`src/rtl/instrument_frame_ctrl.sv`:
```
// Two-byte UART frame decoder for the instrument controller: assembles guitar/drum/bass
// fret lines, tracks framing errors and drops outputs when the link goes stale.
module instrument_frame_ctrl #(
   parameter int unsigned TIMEOUT_CYCLES = 200000,
   parameter int unsigned STALE_CYCLES   = 5000000
) (
   input  logic       clk,
   input  logic       rst_n,
   input  logic       rx_valid,
   input  logic [7:0] rx_data,
   output logic [4:0] guitar,
   output logic [4:0] drum,
   output logic [4:0] bass,
   output logic       frame_strobe,
   output logic       link_up,
   output logic [7:0] err_count
);

   localparam logic IDLE    = 1'b0;
   localparam logic WAIT_B2 = 1'b1;

   // Loaded with N-1 so that expiry lands on the N-th idle cycle after byte 1.
   localparam logic [23:0] TMO_LOAD  = 24'(TIMEOUT_CYCLES - 32'd1);
   localparam logic [23:0] STALE_MAX = 24'(STALE_CYCLES);

   function automatic logic [4:0] drum_decode(input logic [3:0] code);
      case (code)
         4'hF:    drum_decode = 5'b10001;
         4'hE:    drum_decode = 5'b10010;
         4'hD:    drum_decode = 5'b10100;
         4'hB:    drum_decode = 5'b11000;
         default: drum_decode = {1'b0, code};
      endcase
   endfunction

   logic        state_q, state_d;
   logic [6:0]  byte1_q, byte1_d;
   logic [23:0] tmo_q, tmo_d;
   logic [23:0] stale_q, stale_d;
   logic [4:0]  guitar_q, guitar_d;
   logic [4:0]  drum_q, drum_d;
   logic [4:0]  bass_q, bass_d;
   logic        strobe_q, strobe_d;
   logic        link_q, link_d;
   logic [7:0]  err_q, err_d;
   logic        commit_s;
   logic        err_s;
   logic        stale_hit_s;

   // Frame FSM, counters and output next-state logic.
   always_comb begin
      state_d  = state_q;
      byte1_d  = byte1_q;
      tmo_d    = tmo_q;
      commit_s = 1'b0;
      err_s    = 1'b0;
      case (state_q)
         IDLE: begin
            if (rx_valid) begin
               if (rx_data[7]) begin
                  err_s = 1'b1;
               end else begin
                  byte1_d = rx_data[6:0];
                  tmo_d   = TMO_LOAD;
                  state_d = WAIT_B2;
               end
            end else begin
               state_d = IDLE;
            end
         end
         WAIT_B2: begin
            if (rx_valid) begin
               if (rx_data[7]) begin
                  commit_s = 1'b1;
                  state_d  = IDLE;
               end else begin
                  err_s   = 1'b1;
                  byte1_d = rx_data[6:0];
                  tmo_d   = TMO_LOAD;
               end
            end else if (tmo_q == 24'd0) begin
               err_s   = 1'b1;
               byte1_d = 7'd0;
               state_d = IDLE;
            end else begin
               tmo_d = tmo_q - 24'd1;
            end
         end
         default: begin
            state_d = IDLE;
         end
      endcase

      if (commit_s) begin
         stale_d = 24'd0;
      end else if (stale_q != STALE_MAX) begin
         stale_d = stale_q + 24'd1;
      end else begin
         stale_d = stale_q;
      end
      stale_hit_s = !commit_s && (stale_d == STALE_MAX);

      // A commit in the stale-expiry cycle wins over the clear.
      if (commit_s) begin
         guitar_d = byte1_q[4:0];
         bass_d   = rx_data[6:2];
         drum_d   = drum_decode({rx_data[1:0], byte1_q[6:5]});
         link_d   = 1'b1;
      end else if (stale_hit_s) begin
         guitar_d = 5'd0;
         bass_d   = 5'd0;
         drum_d   = 5'd0;
         link_d   = 1'b0;
      end else begin
         guitar_d = guitar_q;
         bass_d   = bass_q;
         drum_d   = drum_q;
         link_d   = link_q;
      end

      if (err_s && (err_q != 8'hFF)) begin
         err_d = err_q + 8'd1;
      end else begin
         err_d = err_q;
      end
      strobe_d = commit_s;
   end

   // State registers with asynchronous reset.
   always_ff @(posedge clk or negedge rst_n) begin
      if (!rst_n) begin
         state_q  <= IDLE;
         byte1_q  <= 7'd0;
         tmo_q    <= 24'd0;
         stale_q  <= 24'd0;
         guitar_q <= 5'd0;
         drum_q   <= 5'd0;
         bass_q   <= 5'd0;
         strobe_q <= 1'b0;
         link_q   <= 1'b0;
         err_q    <= 8'd0;
      end else begin
         state_q  <= state_d;
         byte1_q  <= byte1_d;
         tmo_q    <= tmo_d;
         stale_q  <= stale_d;
         guitar_q <= guitar_d;
         drum_q   <= drum_d;
         bass_q   <= bass_d;
         strobe_q <= strobe_d;
         link_q   <= link_d;
         err_q    <= err_d;
      end
   end

   assign guitar       = guitar_q;
   assign drum         = drum_q;
   assign bass         = bass_q;
   assign frame_strobe = strobe_q;
   assign link_up      = link_q;
   assign err_count    = err_q;

endmodule

```
`config.mk`:
```
export PLATFORM = sky130hd
export DESIGN_NAME = instrument_frame_ctrl
export DESIGN_NICKNAME = d
export VERILOG_FILES = /design/src/rtl/instrument_frame_ctrl.sv
export SDC_FILE = /design/constraint.sdc
export NUM_CORES = 1
export LEC_CHECK = 0
export CORE_UTILIZATION = 45
export CTS_BUF_LIST = sky130_fd_sc_hd__clkbuf_8
export CTS_CLUSTER_DIAMETER = 40
export DETAILED_ROUTE_END_ITERATION = 7
export HOLD_SLACK_MARGIN = 0.06
export PLACE_DENSITY = 0.75
export SLEW_MARGIN = 20
export SYNTH_ARGS = -nofsm -noshare
export SYNTH_HDL_FRONTEND = slang
export SYNTH_SLANG_ARGS = --single-unit
export TNS_END_PERCENT = 1
```
`constraint.sdc`:
```
create_clock -name clk -period 5.5 [get_ports clk]
set_input_delay 1.1 -clock clk [delete_from_list [all_inputs] [get_ports clk]]
set_output_delay 1.1 -clock clk [all_outputs]
set_load 0.01 [all_outputs]
```
Word-level counts from Yosys, hierarchy flattened
Cells that the tools add are included.
- memory bits (read-only): 0
- memories kept: 0
- input bits: 11
- bits in registers: 81
- bits in writable memories: 0
- bits in latches: 0
- output and inout port bits: 25
- bitwise operators: 1
- shifts and indexed selects: 0
- equal/unequal tests: 10
- muxes and demuxes: 30
- magnitude comparators: 0
- multipliers: 0
- divide/modulo/power cells: 0
- reductions and logical operators: 7
- $add $sub $neg: 3
- operator list (kind ; number):
    $mux 24 ; 6
    $pmux 24 s2 ; 1
    $mux 7 ; 4
    $add 24x1->24 const B ; 1
    $eq 24x23->1 const B ; 1
    $logic_not 24->1 ; 1
    $ne 24x23->1 const B ; 1
    $sub 24x1->24 const B ; 1
    $mux 5 ; 4
    $pmux 5 s4 ; 1
    $eq 4x4->1 const B ; 4
    $pmux 7 s2 ; 1
    $mux 1 ; 11
    $add 8x1->8 const B ; 1
    $ne 8x8->1 const B ; 1
    $pmux 1 s2 ; 2
    $reduce_and 2->1 ; 2
    $ne 3x2->1 const B ; 1
    $ne 3x3->1 const B ; 1
    $logic_and 1x1->1 ; 2
    $ne 2x2->1 const B ; 1
    $reduce_bool 2->1 ; 1
    $logic_not 1->1 ; 1
    $not 1->1 ; 1

Logic depth before layout (Yosys ltp)
- depth in word-level cells: 8
- mapped depth: 11
- gate-level depth less buffers: 9

Worst setup path after synthesis
Ideal clock, no wire load.
- path type: reg2reg
- start point: register tmo_q[10]
- end point: register err_q[1], in the netlist err_count[1]
- arrival: 2.805 ns
- setup time: 0.125 ns
- slack: 2.571 ns
- required time: 5.375 ns
- cell stages (with the launch flop): 9
- buffers on the path: 2
- cell sequence: dfrtp_1 > or4_1 > buf_2 > or4_4 > buf_6 > nor4_4 > o22ai_2 > a41oi_4 > mux2_2
- cells in the longest elaborated chain, start to end: 5
- ends and longest elaborated chain (element ; RTL line ; RTL):
    from (decl) ; 38 ; logic [23:0] tmo_q, tmo_d;
    from (signal assigned) ; 145 ; tmo_q <= tmo_d;
    $logic_not 24->1 ; 81 ; end else if (tmo_q == 24'd0) begin
    $mux 1 ; 81 ;
    $mux 1 ; 72 ; if (rx_valid) begin
    $pmux 1 s2 ; 57 ; case (state_q)
    $logic_and 1x1->1 ; 121 ; if (err_s && (err_q != 8'hFF)) begin
    to (signal assigned) ; 152 ; err_q <= err_d;
    to (decl) ; 45 ; logic [7:0] err_q, err_d;
Every way passes these cells.
A chain may end at the register's enable or synchronous reset.

Worst setup path after layout
- start point: input port rx_valid
- end point: register drum_q[3], in the netlist drum[3]
- cells in the longest elaborated chain, start to end: 6
- elaborated cells on any way between the ends: 8
- ends and longest elaborated chain (element ; RTL line ; RTL):
    from (decl) ; 9 ; input logic rx_valid,
    $mux 1 * ; 72 ;
    $mux 1 * ; 57 ;
    $mux 24 ; 94 ; if (commit_s) begin
    $eq 24x23->1 ; 101 ; stale_hit_s = !commit_s && (stale_d == STALE_MAX);
    $logic_and 1x1->1 ; 101 ;
    $reduce_bool 2->1 (no line) ; - ;
    to (signal assigned) ; 148 ; drum_q <= drum_d;
    to (decl) ; 41 ; logic [4:0] drum_q, drum_d;
Mark *: on every way between the ends. The rest lies on a longest branch, timed or not.

==> run_results.csv <==
group,metric,value,unit
routing,vias,3325,
routing,ant_nets,0,
layout,drive_gt1_frac,0.07625,
critical_path,arrival,4.29,ns
grt,grt_use_total,0.2016,
pwr,p_leak,0.001903,uW
die,ios,36,
critical_path,start_kind,"input pin",
routing,avgViaCountPerCell,5.864,
layout,final_area,0.004726,mm2
clock_network,cts_root_buf,"clkbuf_8",
sta,setup_ws,1.411,ns
clock_network,insertion_delay,0.35,ns
sta,max_freq,244.6,MHz
clock_network,path_clk_slew,0.09,ns
synthesis,synthesis.area,0.004073,mm2
die,start_util,0.4670,
sta,tightestPinTransition,0.8564,ns
critical_path,ff2ff_setup_slack,1.74,ns
layout,layout.nets,470,
layout,fillers,760,
critical_path,r2r-end,"drum[3]$_DFFE_PN0P_",
pwr,pwr-share-seq,0.484,
sta,relSlewSlack,0.4248,
grt,grt_pass1_vias,3313,
layout,fin_util,0.5419,
grt,gr-total-overflow,0,
worst_hold_path,hold_class,"register to register",
sta,finalHoldViolCount,0,
routing,wl,8896,um
critical_path,crit-reg2reg-launch,"stale_q[3]$_DFF_PN0_",
pwr,netSwitchingPower,461.0,uW
sta,report.final.slew_viol_count,0,
placement,placed_area,0.004498,mm2
pwr,p_int,1094,uW
synthesis,syn_inst,424,
flow_run,cap_violations,0,
grt,antenna_found_initial,0,
die,die-height,97.14,um
synthesis,avgSynthCellArea,9.605,um2
critical_path,worst_setup_path_end_kind,"register",
placement,io_buffer_count,35,
layout,final_common_cell,"dfrtp_1",
worst_hold_path,min_to,"tmo_q[21]$_DFFE_PN0P_",
die,core,0.008721,mm2
synthesis,ys_ff_latch,81,
sta,fin_setup_tns,0,ns
sta,setup_viol,0,
synthesis,async_flop_share,1.000,
synthesis,synth_edf_count,0,
pwr,combPwrFrac,0.203,
clock_network,clockBufferDepth,2,
routing,drt_first_iter_violations,199,
layout,diodes,0,
placement,pre_cts_ws,1.117,ns
grt,grt_first_pass_wirelength,15550,um
routing,first_pass_iters,4,
layout,syn_to_final_growth,16.04,%
synthesis,yosys_warnings,0,
clock_network,cts_tree,"done",
grt,grt_max_degree,82,
sta,skew,0.01043,ns
routing,drc_errors,0,
placement,gp_congestion,0.9015,
critical_path,ff2ff_path_depth,7,
pwr,power_density,329.0,mW/mm2
sta,period_needed,4.089,ns
layout,layout_common_cells,"81 x dfrtp_1, 67 x nand2_1, 40 x nor2_1, 34 x clkdlybuf4s50_1, 26 x nand3_1",
clock_network,postCtsResizedCells,0,
pwr,netSwitchingFraction,0.2966,
sta,period_share,0.7435,
routing,detail_route.wl_per_cell,15.69,um
critical_path,worst_ep_required_time,5.70,ns
clock_network,cts_setup_buffers,0,
placement,place_hpwl,6006,um
clock_network,cts_hold_buf,0,
pwr,clkPwrFrac,0.313,
worst_hold_path,holdPathStages,1,
pwr,power.total,1555,uW
die,die-area,0.009435,mm2
clock_network,cts_buffers,9,
die,fp-row-count,34,
critical_path,cp_max_fo,23,
synthesis,ys_seq_area_frac,0.4977,
sta,rsz0062_at_grt,"no",
die,fp.dieW,97.14,um
synthesis,ys.flop_type,"dfrtp_1",
synthesis,synthesis.nets,440,
synthesis,synth_cell_type_count,55,
worst_hold_path,hold_start,"tmo_q[21]$_DFFE_PN0P_",
clock_network,cts_sinks,81,
pwr,peakVddDrop,0.0003161,V
clock_network,htreeDepth,3,
critical_path,worstSetupPathType,"input pin to register",
status,status,"finished, final reports clean",
[metal layers]
metal	share of wire	wire, um	track usage
met2	0.48	4273	0.3191
met5	0	0	0
met1	0.45	4040	0.2684
met3	0.046	406	0.05180
met4	0.020	176	0.07118
[synthesized netlist by cell type (all sizes together) (5+ instances only)]
library cell  count  area share
nand2            67       0.062
nand3            26       0.032
nand4             6      0.0092
inv              10      0.0092
xor2             12       0.026
a22o              7       0.015
xnor2            17       0.037
ha                5       0.015
dfrtp            81        0.50
o21ai            13       0.016
o211ai            5      0.0092
nor3             10       0.012
a21oi            21       0.026
nor4             19       0.038
clkbuf           12       0.011
nor2             40       0.037
o31ai             7       0.013
buf               8       0.010
[power by group through the flow]
stage / Clock, uW / Sequential, uW / Combinational, uW
floorplan: 0 / 761 / 157
global placement: 0 / 762 / 309
detailed placement: 0 / 763 / 318
CTS: 499 / 752 / 320
global route: 523 / 765 / 350
finish: 487 / 752 / 316
[registers in the layout, indices dropped and copies added (netlist names), 5 cells and up]
name       flops
bass           5
byte1_q        7
drum           5
err_count      8
guitar         5
stale_q       24
tmo_q         24
[area by class of cell]
class                           count  area (um2)  share of cell area
Sequential cell                    81        2027              0.4289
Clock buffer                        9       123.9             0.02621
Timing Repair Buffer               39       381.6             0.08075
Tap cell                          108       135.1             0.02859
Clock inverter                      7       100.1             0.02118
Multi-Input combinational cell    313        1921              0.4064
Inverter                           10       37.54            0.007943
[worst max-delay path, stage by stage]
cell	delay, ns
clkdlybuf4s50_1	0.67
nand3_1	0.20
buf_4	0.28
inv_1	0.26
buf_4	0.26
or3b_2	0.51
nor4_4	0.79
o21ai_0	0.20
[logic make-up (layout without fill, tap and decap cells)]
group	Yosys count	count (layout)	synth area share
DFF	81	81	0.4977
adders and majority gates	5	5	0.01536
xor gates and xnor gates	29	29	0.06236
muxes	5	5	0.01290
and+or+nand+nor	200	200	0.2522
AOI/OAI and AO/OA	74	74	0.1287
buffers and inverters	30	65	0.03072
[stage by stage]
stage | cells | hold slack (ns)
6_report | 567 | 0.4860
3_3_place_gp | 551 | 0.4588
4_1_cts | 567 | 0.4928
5_1_grt | 567 | 0.5139
3_5_place_dp | 551 | 0.4661
2_1_floorplan | 424 | 0.4401
[worst max-delay path by stage]
stage / from / to / slack [ns] / cells after the start
2_1_floorplan: tmo_q[10]$_DFFE_PN0P_ / err_count[1]$_DFFE_PN0P_ / 2.57 / 8
3_3_place_gp: rx_valid / drum[4]$_DFFE_PN0P_ / 1.16 / 8
3_5_place_dp: rx_valid / drum[4]$_DFFE_PN0P_ / 1.12 / 8
4_1_cts: rx_valid / drum[0]$_DFFE_PN0P_ / 1.47 / 8
5_1_grt: rx_valid / drum[3]$_DFFE_PN0P_ / 1.18 / 8
6_report: rx_valid / drum[3]$_DFFE_PN0P_ / 1.41 / 8
No activity file was read; power rests on OpenSTA's default activity.
